--- config.mk ---
export PLATFORM = sky130hd
export DESIGN_NAME = mod13_count_monitor_flat
export DESIGN_NICKNAME = d
export VERILOG_FILES = /design/src/rtl/mod13_pkg.sv /design/src/rtl/mod13_count_monitor_if.sv /design/src/rtl/mod13_next_calc.sv /design/src/rtl/mod13_count_monitor.sv /design/src/flat_wrapper.sv
export SDC_FILE = /design/constraint.sdc
export NUM_CORES = 1
export LEC_CHECK = 0
export ABC_AREA = 1
export CAP_MARGIN = 20
export CORE_MARGIN = 2
export CORE_UTILIZATION = 39
export CTS_CLUSTER_DIAMETER = 200
export DETAILED_ROUTE_END_ITERATION = 8
export GPL_TIMING_DRIVEN = 0
export PLACE_DENSITY = 0.71
export SETUP_SLACK_MARGIN = 0.15
export SKIP_CTS_REPAIR_TIMING = 1
export SLEW_MARGIN = 20
export SYNTH_ARGS = -nofsm -noshare
export SYNTH_HDL_FRONTEND = slang
export SYNTH_SLANG_ARGS = --single-unit
--- constraint.sdc ---
create_clock -name clk -period 2.6 [get_ports clk]
set_clock_uncertainty 0.1 [all_clocks]
set_input_delay 0.39 -clock clk [delete_from_list [all_inputs] [get_ports clk]]
set_output_delay 0.39 -clock clk [all_outputs]
set_load 0.005 [all_outputs]
--- src/rtl/mod13_pkg.sv ---
// rtl/mod13_pkg.sv - shared types and next-count rule for the mod-13 counter and its monitor
package mod13_pkg;

    localparam int MOD_MAX = 12;
    localparam logic [3:0] MOD_MAX4 = 4'(MOD_MAX);

    typedef enum logic [1:0] {
        OP_RESET = 2'd0,
        OP_LOAD  = 2'd1,
        OP_UP    = 2'd2,
        OP_DN    = 2'd3
    } op_t;

    typedef enum logic [1:0] {
        IDLE  = 2'd0,
        TRACK = 2'd1,
        FAULT = 2'd2
    } state_t;

    // Out-of-range values (13..15) step by plain +/-1 so the monitor can follow an illegal load.
    function automatic logic [3:0] next_count(op_t op, logic [3:0] cnt, logic [3:0] data);
        logic [3:0] r;
        r = 4'd0;
        case (op)
            OP_RESET: r = 4'd0;
            OP_LOAD:  r = data;
            OP_UP:    r = (cnt == MOD_MAX4) ? 4'd0 : cnt + 4'd1;
            OP_DN:    r = (cnt == 4'd0) ? MOD_MAX4 : cnt - 4'd1;
            default:  r = 4'd0;
        endcase
        return r;
    endfunction

endpackage

--- src/rtl/mod13_count_monitor_if.sv ---
// rtl/mod13_count_monitor_if.sv - counter taps and monitor status bundle
interface mod13_count_monitor_if #(parameter int WRAP_W = 8);

    logic                 clr;
    logic                 cnt_load;
    logic                 cnt_mode;
    logic [3:0]           cnt_data;
    logic [3:0]           count;
    logic                 wrap_up;
    logic                 wrap_dn;
    logic [WRAP_W-1:0]    up_wraps;
    logic [WRAP_W-1:0]    dn_wraps;
    logic                 illegal;
    logic                 mismatch;
    logic                 fault;
    mod13_pkg::state_t    state;

    modport master (
        output clr, cnt_load, cnt_mode, cnt_data, count,
        input  wrap_up, wrap_dn, up_wraps, dn_wraps, illegal, mismatch, fault, state
    );

    modport slave (
        input  clr, cnt_load, cnt_mode, cnt_data, count,
        output wrap_up, wrap_dn, up_wraps, dn_wraps, illegal, mismatch, fault, state
    );

endinterface

--- src/rtl/mod13_next_calc.sv ---
// rtl/mod13_next_calc.sv - combinational predictor of the counter value after the last op
module mod13_next_calc
    import mod13_pkg::*;
(
    input  op_t        prev_op,
    input  logic [3:0] prev_count,
    input  logic [3:0] prev_data,
    output logic [3:0] expected
);

    assign expected = next_count(prev_op, prev_count, prev_data);

endmodule

--- src/rtl/mod13_count_monitor.sv ---
// rtl/mod13_count_monitor.sv - shadow-model checker and wrap statistics for the mod-13 counter
module mod13_count_monitor
    import mod13_pkg::*;
#(
    parameter int WRAP_W  = 8,
    parameter int MOD_MAX = mod13_pkg::MOD_MAX
) (
    input  logic clk,
    input  logic rst,
    mod13_count_monitor_if.slave bus
);

    localparam logic [3:0]        TOP     = 4'(MOD_MAX);
    localparam logic [WRAP_W-1:0] SAT     = {WRAP_W{1'b1}};
    localparam logic [WRAP_W-1:0] ONE     = WRAP_W'(1);

    op_t        prev_op;
    logic [3:0] prev_count;
    logic [3:0] prev_data;
    logic [3:0] expected;
    state_t     state_q;
    state_t     state_d;

    logic mis;
    logic ill;
    logic wu_ev;
    logic wd_ev;
    logic live;

    mod13_next_calc u_next (
        .prev_op    (prev_op),
        .prev_count (prev_count),
        .prev_data  (prev_data),
        .expected   (expected)
    );

    // Capture the op the counter applies at this edge; its result is checked one edge later.
    always_ff @(posedge clk) begin
        if (rst)               prev_op <= OP_RESET;
        else if (bus.cnt_load) prev_op <= OP_LOAD;
        else if (bus.cnt_mode) prev_op <= OP_UP;
        else                   prev_op <= OP_DN;
        prev_count <= bus.count;
        prev_data  <= bus.cnt_data;
    end

    always_comb begin
        mis   = (bus.count != expected);
        ill   = (bus.count > TOP);
        wu_ev = (prev_op == OP_UP) && (prev_count == TOP) && (bus.count == 4'd0) && !mis;
        wd_ev = (prev_op == OP_DN) && (prev_count == 4'd0) && (bus.count == TOP) && !mis;
        live  = (state_q != FAULT) && !bus.clr;
    end

    always_comb begin
        state_d = state_q;
        if (bus.clr) begin
            state_d = IDLE;
        end else begin
            case (state_q)
                IDLE:    state_d = mis ? FAULT : TRACK;
                TRACK:   if (mis) state_d = FAULT;
                FAULT:   state_d = FAULT;
                default: state_d = IDLE;
            endcase
        end
    end

    always_ff @(posedge clk) begin
        if (rst) state_q <= IDLE;
        else     state_q <= state_d;
    end

    always_ff @(posedge clk) begin
        if (rst) begin
            bus.wrap_up  <= 1'b0;
            bus.wrap_dn  <= 1'b0;
            bus.illegal  <= 1'b0;
            bus.mismatch <= 1'b0;
            bus.up_wraps <= '0;
            bus.dn_wraps <= '0;
        end else begin
            bus.wrap_up  <= wu_ev && live;
            bus.wrap_dn  <= wd_ev && live;
            bus.illegal  <= ill;
            bus.mismatch <= mis && !bus.clr;
            if (bus.clr) begin
                bus.up_wraps <= '0;
                bus.dn_wraps <= '0;
            end else begin
                if (wu_ev && live && bus.up_wraps != SAT) bus.up_wraps <= bus.up_wraps + ONE;
                if (wd_ev && live && bus.dn_wraps != SAT) bus.dn_wraps <= bus.dn_wraps + ONE;
            end
        end
    end

    assign bus.state = state_q;
    assign bus.fault = (state_q == FAULT);

endmodule

--- src/flat_wrapper.sv ---
// flat-port wrapper written by rule: the top's interface ports become plain ports
module mod13_count_monitor_flat import mod13_pkg::*;
#(
    parameter int WRAP_W  = 8,
    parameter int MOD_MAX = mod13_pkg::MOD_MAX
)
  (clk, rst, bus_clr, bus_cnt_load, bus_cnt_mode, bus_cnt_data, bus_count, bus_wrap_up, bus_wrap_dn, bus_up_wraps, bus_dn_wraps, bus_illegal, bus_mismatch, bus_fault, bus_state);
  mod13_count_monitor_if #(.WRAP_W(WRAP_W)) bus_i ();
  input  logic clk;
  input  logic rst;
  input wire logic [$bits(bus_i.clr)-1:0] bus_clr;
  input wire logic [$bits(bus_i.cnt_load)-1:0] bus_cnt_load;
  input wire logic [$bits(bus_i.cnt_mode)-1:0] bus_cnt_mode;
  input wire logic [$bits(bus_i.cnt_data)-1:0] bus_cnt_data;
  input wire logic [$bits(bus_i.count)-1:0] bus_count;
  output wire logic [$bits(bus_i.wrap_up)-1:0] bus_wrap_up;
  output wire logic [$bits(bus_i.wrap_dn)-1:0] bus_wrap_dn;
  output wire logic [$bits(bus_i.up_wraps)-1:0] bus_up_wraps;
  output wire logic [$bits(bus_i.dn_wraps)-1:0] bus_dn_wraps;
  output wire logic [$bits(bus_i.illegal)-1:0] bus_illegal;
  output wire logic [$bits(bus_i.mismatch)-1:0] bus_mismatch;
  output wire logic [$bits(bus_i.fault)-1:0] bus_fault;
  output wire logic [$bits(bus_i.state)-1:0] bus_state;
  assign bus_i.clr = bus_clr;
  assign bus_i.cnt_load = bus_cnt_load;
  assign bus_i.cnt_mode = bus_cnt_mode;
  assign bus_i.cnt_data = bus_cnt_data;
  assign bus_i.count = bus_count;
  assign bus_wrap_up = bus_i.wrap_up;
  assign bus_wrap_dn = bus_i.wrap_dn;
  assign bus_up_wraps = bus_i.up_wraps;
  assign bus_dn_wraps = bus_i.dn_wraps;
  assign bus_illegal = bus_i.illegal;
  assign bus_mismatch = bus_i.mismatch;
  assign bus_fault = bus_i.fault;
  assign bus_state = bus_i.state;
  mod13_count_monitor #(.WRAP_W(WRAP_W), .MOD_MAX(MOD_MAX)) u_core (.clk(clk), .rst(rst), .bus(bus_i));
endmodule
==> metrics.txt, run 1 <==
status completed; hold_ws slightly below 0.4 ns; worst path cell trace inv_1 > ha_1 > nand3_2 > inv_2 > nand4_2 > nor3_4 > nand4_2 > nand2_1 > a21oi_1; worst vdd ir 0.235 mV; area of the die ~0.0049 mm²; buffer levels on the longest clock path 2; Post-synth top cells nand2_1 (51), inv_1 (36), dfxtp_1 (32); Max-cap violations 0; fin cells 329; min-delay worst type flop to flop; DRC 0; final max-slew violation count 0; CTS Buf Count 5; Via density 4.76; synthesized flop and latch total 32; layout cell share with drive strength beyond 1 around 9%; RSZ-0062 raised after global routing false; CTS tree yes; ys async rst share 0%; Synthesis Warnings 0; count leader, synth nand2_1; Syn Nets about 260; core box area between 0.004 and 0.005 mm²; Mean Syn Cell Area approximately 7 µm²; I/O Pins 36; CP Capture Type flop; synthesized instance count approximately 240; type of origin of the critical path flop; Synth area leaders dfxtp_1 (38%), nand2_1 (11%), inv_1 (8.0%), nand3_1 (6.5%), ha_1 (5.9%); PwrDens about 490 mW/mm²; Initial Utilization roughly two fifths; initial drt markers 100; Final Hold Viols 0; post-synthesis sequential area ratio a little under two fifths; CP Data Required Time approximately 2.6 ns; Sink Count 32; DP Cell Count about 320; Antenna diodes 0; initial antenna violation count 0; IO buf count 35; first-pass GRT wire length between 6 and 7 mm; row count 23; WP data arrival ~2.2 ns; gr usage total between 10% and 20%; Final period util a little over 80%; via count between 1500 and 2000; Die H ~70 µm; worst skew pair latency 0.28 ns; 1st-pass router iterations 6; Die X between 60 and 70 µm; top_reg_cell synth dfxtp_1; Synth-to-Final Area Change 30.7%; drt wl/cell between 10 and 15 µm; Setup CP Type flop to flop; minimum clock period around 2.1 ns; worst-margin pin slew between 0.5 and 0.6 ns; Syn Std Cell Area approximately 0.0017 mm²; CTS HTree Levels 2; pin count of the biggest net entering global routing 11; Yosys top cell area share 37.8%; TNS Setup 0 ns; fillers 382; Critical Path Most Common Cell nand4_2; worst relative slew slack 63.8%; clock slew at reported path FFs ~0.070 ns; Overflow after GRT 0; final WL roughly 3.6 mm; final setup violation count 0; vias in the first global route roughly 1500; CP peak stage delay between 0.3 and 0.4 ns; dpl hpwl around 2.7 mm; CTS Root Cell clkbuf_8; EDFF count, synth 0; Unique masters post-synth 25; cell taking the most area after synthesis dfxtp_1; fmax ~0.47 GHz; # nets final about 300; placer congestion estimate about 0.79; Leakage between 0.9 and 1 nW; CP Max Fanout 9; Crit-path slowest cell dfxtp_1; Detail Route Antenna Nets 0
[cell type report]
type	instances	area, µm²	area share (%)
Buffer	3	26.3	1.19
Tap cell	50	62.6	2.82
Sequential cell	32	641	28.9
Inverter	42	159	7.18
Clock inverter	2	35.0	1.58
Multi-Input combinational cell	159	868	39.2
Timing Repair Buffer	35	350	15.8
Clock buffer	6	72.6	3.28
[through the flow]
step                      utilization, %  cell area [µm²]  power, mW  setup slack [ns]
after floorplan                        -             1690      0.591             0.789
after global placement              51.6             2110      0.634             0.295
after detailed placement            51.6             2110      0.636             0.262
after CTS                           54.2             2210       1.10             0.448
after global routing                54.2             2210       1.14             0.223
final                               54.2             2210       1.09             0.459
[path summary, 6_finish.rpt]
| path | from | end | slack [ns] | depth (start not counted) |
|---|---|---|---|---|
| worst max-delay path | u_core.prev_count[0] | u_core.bus.up_wraps[3] | 0.46 | 9 |
| worst max register to register | u_core.prev_count[0] | u_core.bus.up_wraps[3] | 0.46 | 9 |
| worst min-delay path | u_core.bus.up_wraps[7] | u_core.bus.up_wraps[7] | 0.39 | 2 |
| worst min register to register | u_core.bus.up_wraps[7] | u_core.bus.up_wraps[7] | 0.39 | 2 |
[placed cells by master, fill, tap and decap left out, drive strengths merged]
cell type      Yosys  final
nor2              22     22
o21ai              6      6
clkdlybuf4s50      0     35
bufinv             0      1
dfxtp             32     32
a21oi             15     15
nand2             53     53
nor4               2      2
ha                 8      8
nor3               5      5
xor2               5      5
clkinv             1      2
a211oi             1      1
nand3             24     24
nand4             16     16
clkbuf             1      7
nor3b              1      1
buf                2      2
a221oi             1      1
inv               41     41
[sequential cells by signal, indices dropped and copies added, names as in the netlist]
signal               count
u_core.bus.mismatch      1
u_core.bus.wrap_up       1
u_core.bus.illegal       1
u_core.bus.state         2
u_core.bus.dn_wraps      8
u_core.prev_op           2
u_core.prev_data         4
u_core.bus.wrap_dn       1
u_core.prev_count        4
u_core.bus.up_wraps      8
[cells by family (layout without fill, tap and decap cells)]
group                    count (synthesis)  in the layout  synth area share, %
AO/OA/AOI/OAI                           23             23                 7.16
AND/OR/NAND/NOR                        123            123                 35.6
XOR/XNOR                                 5              5                 2.58
buffers and inverters                   45             88                 10.9
adder cells (fa/ha/maj)                  8              8                 5.91
flip-flops                              32             32                 37.8
[routing by layer]
layer  track usage (%)  share of wire (%)  routed length, µm
met5                 0                  0                  0
met4              4.49                1.1                 40
met3              4.04                4.3                155
met2              26.6                 45               1640
met1              21.1                 49               1770
[power breakdown]
| group | leakage [nW] | internal, mW | switching (mW) |
|---|---|---|---|
| combinational | 0.606 | 0.0518 | 0.0631 |
| sequential | 0.262 | 0.502 | 0.00802 |
| clock | 0.0552 | 0.284 | 0.182 |
[critical path, delay by kind of cell, from the launching register on]
family	cells	cell delay [ns]
buf+inv	2	0.23
simple gates	5	0.97
fa+ha+maj	1	0.29
compound gates	1	0.07
flops	1	0.34
Note: power is estimated with default switching activity, not from simulation.
==> run 2: changes to the inputs <==
--- a/config.mk
+++ b/config.mk
@@ -12,7 +12,7 @@
 export CTS_CLUSTER_DIAMETER = 200
 export DETAILED_ROUTE_END_ITERATION = 8
 export GPL_TIMING_DRIVEN = 0
-export PLACE_DENSITY = 0.71
+export PLACE_DENSITY = 0.73
 export SETUP_SLACK_MARGIN = 0.15
 export SKIP_CTS_REPAIR_TIMING = 1
 export SLEW_MARGIN = 20
==> constraint.sdc (replaced) <==
create_clock -name clk -period 1.91 [get_ports clk]
set_clock_uncertainty 0.1 [all_clocks]
set_input_delay 0.2865 -clock clk [delete_from_list [all_inputs] [get_ports clk]]
set_output_delay 0.2865 -clock clk [all_outputs]
set_load 0.005 [all_outputs]
==> metrics.txt, run 2 (synthesis results as in run 1) <==
initial antenna violation count 0 (unchanged); layout cell share with drive strength beyond 1 20.3% (+11 points); WP data arrival 2.03 ns (-0.15 ns); setup slack, reg-to-reg 0.007 ns (-0.45 ns); Synth-to-Final Area Change 40.3%; Reg2Reg Capture Point u_core.bus.up_wraps[6]; gr usage total 15.3% (-0.93 points); row count 23 (unchanged); CTS HTree Levels 2 (unchanged); fmax 0.526 GHz (+13%); Setup CP Type flop to flop; PwrDens 599 mW/mm² (+22%); vias in the first global route 1397 (-6.6%); Die X 69.9 µm (unchanged); 1st-pass router iterations 6 (unchanged); Max-cap violations 0 (unchanged); TNS Setup 0 ns (unchanged); Crit-path slowest cell dfxtp_4; buffer levels on the longest clock path 2 (unchanged); minimum clock period 1.90 ns (-0.238 ns); CP Capture Type flop; dpl hpwl 2.66 mm (-2.7%); Initial Utilization 41.5% (unchanged); sequential share of power 48.7% (+2.0 points); WHS Endpoint u_core.prev_data[0]; worst-margin pin slew 0.528 ns (-0.0133 ns); hold_ws 0.343 ns (-0.0463 ns); Net Sw Frac 25.9% (+2.7 points); commonest cells after routing, fill and taps aside nand2_1 (48), clkdlybuf4s50_1 (34), inv_1 (32); I/O Pins 36 (unchanged); Antenna diodes 0 (unchanged); drt wl/cell 11.2 µm (+1.8%); Hold Crit Start bus_cnt_data[0]; Final Hold Viols 0 (unchanged); final setup violation count 0 (unchanged); pin count of the biggest net entering global routing 11 (unchanged); hold path depth 1 (-1); largest registers u_core.bus.dn_wraps: 8 flops, u_core.bus.up_wraps: 8 flops; worst vdd ir 0.422 mV (+79%); final WL 3.75 mm (+3.9%); Detail Route Antenna Nets 0 (unchanged); Via density 4.90 (+3.0%); worst path bufs/invs 3 (+1); core box area 0.00409 mm² (unchanged); critical path depth 16 (+7); clock slew at reported path FFs 0.07 ns (about the same); crit-path leading delay family simple AND/OR/NAND/NOR gates; CP peak stage delay 0.38 ns (+0.04 ns); min-delay worst type primary input to flop; clock power share 38.5% (-4.2 points); Overflow after GRT 0 (unchanged); worst skew pair latency 0.29 ns (about the same); final max-slew violation count 0 (unchanged); Critical Path Most Common Cell nand2_1; Sink Count 32 (unchanged); CTS tree yes; reg2reg start u_core.prev_count[0]; Int Power 1.05 mW (+26%); CTS Buf Count 5 (unchanged); P_sw 369 µW (+46%); Final period util 99.6% (+17 points); status completed; worst path cell trace inv_4 > ha_4 > nand3_2 > nand2_2 > inv_2 > nand2_1 > nand2_1 > nand2_1 > nand3_2 > nor2_4 > nand2_4 > inv_8 > nand3_2 > nand2_1 > nand2_1 > nor2_1; Pwr Total 1.42 mW (+30%); DRC 0 (unchanged); placer congestion estimate 0.843 (+6.4%); first-pass GRT wire length 5.94 mm (-9.8%); CTS Root Cell clkbuf_8; CP Max Fanout 5 (-4); Die H 69.9 µm (unchanged); type of origin of the critical path flop; Comb pwr share 12.8% (+2.3 points); initial drt markers 100 (unchanged); most common cell after layout, fill and taps aside nand2_1; IO buf count 35 (unchanged); # nets final 306 (+2.3%); area of the die 0.00489 mm² (unchanged); RSZ-0062 raised after global routing true; via count 1647 (+5.2%); CP Data Required Time 2.04 ns (-0.60 ns); Leakage 0.992 nW (+7.5%); worst relative slew slack 64.7% (+0.89 points); Reg2Reg Depth 16 (+7)
[run 2: power groups by stage]
stage	sequential, mW	clock (mW)	combinational [mW]
3_3_place_gp	0.710	0	0.160
4_1_cts	0.695	0.562	0.163
3_5_place_dp	0.710	0	0.161
5_1_grt	0.694	0.593	0.200
2_1_floorplan	0.708	0	0.102
6_report	0.693	0.548	0.182
[run 2: layer usage]
layer,GRT usage [%],wire (µm),up-vias
li1,-,-,871
met1,18.2,1740,733
met2,24.8,1780,36
met3,4.76,152,7
met4,7.48,74,0
met5,0,0,-
[run 2: how the worst max path moves through the flow]
stage / start / endpoint / slack [ns]
3_3_place_gp: bus_count[0] / u_core.bus.up_wraps[7] / -0.28
4_1_cts: u_core.bus.state[0] / u_core.bus.dn_wraps[4] / -0.11
3_5_place_dp: bus_count[0] / u_core.bus.dn_wraps[4] / -0.32
2_1_floorplan: u_core.prev_count[1] / u_core.bus.up_wraps[6] / 0.15
5_1_grt: u_core.prev_count[0] / u_core.bus.up_wraps[7] / -0.12
6_report: u_core.prev_count[0] / u_core.bus.up_wraps[6] / 0.007
[run 2: area by class of cell]
class,instances,area (µm²)
timing repair inverter,1,6.26
timing repair buffer,41,398
inverter,42,168
clock inverter,1,7.51
buffer,3,26.3
multi-input combinational,159,968
sequential,32,653
tap,50,62.6
clock buffer,7,86.3
fill,378,1710
[run 2: through the flow]
stage               utilization (%)  worst slack [ns]  cell area, µm²  instances
floorplan                         -             0.154            1720        236
global placement               52.3            -0.281            2140        321
detailed placement             52.3            -0.315            2140        321
CTS                            54.6            -0.111            2230        329
global route                   58.1            -0.119            2380        336
finish                         58.1           0.00721            2380        336
==> run 3: changes to the inputs <==
--- a/config.mk
+++ b/config.mk
@@ -7,7 +7,6 @@
 export LEC_CHECK = 0
 export ABC_AREA = 1
 export CAP_MARGIN = 20
-export CORE_MARGIN = 2
 export CORE_UTILIZATION = 39
 export CTS_CLUSTER_DIAMETER = 200
 export DETAILED_ROUTE_END_ITERATION = 8
==> metrics.txt, run 3 (synthesis results as in run 1) <==
initial antenna violation count 0 (unchanged); Synth-to-Final Area Change 41.3%; Detail Route Antenna Nets 0 (unchanged); Overflow after GRT 0 (unchanged); Final period util 100% (+0.56 points); Pwr Total 1.38 mW (-3.1%); final setup violation count 1 (+1); gr usage total 17.3% (+2.1 points); Die X 67.9 µm (-2.9%); IO buf count 35 (unchanged); row count 23 (unchanged); fin area 0.00239 mm² (+0.74%); dpl ws -0.331 ns (-0.0160 ns); vias in the first global route 1392 (-0.36%); status complete, but fails checks; area of the multi-input gates 0.00101 mm² (+3.9%); core box area 0.00409 mm² (unchanged); CP Capture Type flop; commonest cells after routing, fill and taps aside nand2_1 (48), clkdlybuf4s50_1 (34), inv_1 (32); final max-slew violation count 0 (unchanged); fmax 0.523 GHz (-0.56%); worst relative slew slack 67.6% (+2.9 points); final worst slack -0.00343 ns (-0.0106 ns); worst vdd ir 0.435 mV (+3.0%); minimum clock period 1.91 ns (+0.0106 ns); CTS Buf Count 5 (unchanged); CP Max Fanout 4 (-1); Critical Path Most Common Cell nand2_1; layout cell share with drive strength beyond 1 19.2% (-1.0 points); final WL 3.93 mm (+5.0%); Critical path origin u_core.prev_count[0]; 1st-pass router iterations 4 (-2); first-pass GRT wire length 6.01 mm (+1.2%); Crit-path slowest cell dfxtp_4; Antenna diodes 0 (unchanged); Die H 67.9 µm (-2.9%); worst-margin pin slew 0.486 ns (-0.0413 ns); clock slew at reported path FFs 0.07 ns (about the same); most common cell after layout, fill and taps aside nand2_1; drt wl/cell 11.7 µm (+5.0%); largest registers u_core.bus.dn_wraps: 8 flops, u_core.bus.up_wraps: 8 flops; type of origin of the critical path flop; buffer levels on the longest clock path 2 (unchanged); failing checks negative setup slack; register area 653 µm² (unchanged); initial drt markers 69 (-31%); crit-path leading delay family simple AND/OR/NAND/NOR gates; Area after DPL 0.00214 mm² (unchanged); Max-cap violations 0 (unchanged); WP data arrival 1.97 ns (-0.06 ns); CTS Root Cell clkbuf_8; placer congestion estimate 0.816 (-3.2%); Via density 4.99 (+1.9%); CTS HTree Levels 2 (unchanged); TNS Setup -0.00343 ns (-0.00343 ns); Sink Count 32 (unchanged); I/O Pins 36 (unchanged); Final Hold Viols 0 (unchanged); Initial Utilization 41.5% (unchanged); dpl hpwl 2.68 mm (+0.81%); # nets final 307 (+0.33%); worst path bufs/invs 3 (unchanged); via count 1678 (+1.9%); worst path cell trace inv_4 > ha_4 > nand3_2 > nand2_1 > inv_1 > nand2_1 > nand2_1 > nand2_1 > nand3_2 > nor2_4 > buf_4 > nand4_4 > nand2_1 > a21oi_1; Hold Crit Start bus_cnt_data[0]; reg2reg start u_core.prev_count[0]; min-delay worst type primary input to flop; fillers 379 (+0.26%); area of the die 0.00461 mm² (-5.6%); DRC 0 (unchanged); CP peak stage delay 0.38 ns (about the same); CTS tree yes; Setup CP Type flop to flop; pin count of the biggest net entering global routing 11 (unchanged); worst skew pair latency 0.29 ns (about the same); Leakage 1.00 nW (+0.96%); CP Data Required Time 1.96 ns (-0.08 ns); RSZ-0062 raised after global routing true; PwrDens 576 mW/mm² (-3.8%)
## run 3: cell count changes in the layout (fill, tap and decap cells not counted), sizes merged
cell,previous run,this run
clkinvlp,1,0
clkinv,0,3
inv,43,41
clkbuf,8,7
nand4,16,17
## run 3: power breakdown
| part | internal (mW) | switching (mW) |
|---|---|---|
| registers | 0.681 | 0.0131 |
| clock network | 0.247 | 0.248 |
| logic | 0.0838 | 0.106 |
## run 3: final cells by class
type | instances | area share [%]
Tap cell | 50 | 2.61
Inverter | 42 | 6.90
Clock inverter | 1 | 0.209
Timing Repair Buffer | 41 | 16.6
Timing Repair inverter | 1 | 0.209
Multi-Input combinational cell | 160 | 42.0
Sequential cell | 32 | 27.3
Buffer | 3 | 1.10
Clock buffer | 6 | 3.03
## run 3: metal layers
metal	routed length, µm	global-route usage (%)
met1	1790	21.9
met2	1870	27.6
met3	190	5.33
met4	82	6.25
met5	0	0
## run 3: final timing paths
kind	endpoint	slack, ns	cells past startpoint
setup reg to reg	u_core.bus.up_wraps[3]	-0.003	14
hold / removal	u_core.prev_data[0]	0.35	1
hold reg to reg	u_core.bus.dn_wraps[7]	0.37	2
setup / recovery	u_core.bus.up_wraps[3]	-0.003	14
## run 3: worst reg2reg max path, stage by stage (launching register included)
cell     delay (ns)
dfxtp_4        0.38
inv_4          0.04
ha_4           0.25
nand3_2        0.04
nand2_1        0.07
inv_1          0.04
nand2_1        0.05
nand2_1        0.04
nand2_1        0.08
nand3_2        0.08
nor2_4         0.18
buf_4          0.16
nand4_4        0.10
nand2_1        0.10
a21oi_1        0.06
## run 3: per-stage QoR
stage	utilization, %	std cells	hold WS [ns]
after floorplan	-	236	0.214
after global placement	52.3	321	0.366
after detailed placement	52.3	321	0.375
after CTS	54.2	328	0.340
after global routing	58.6	336	0.351
final	58.6	336	0.348
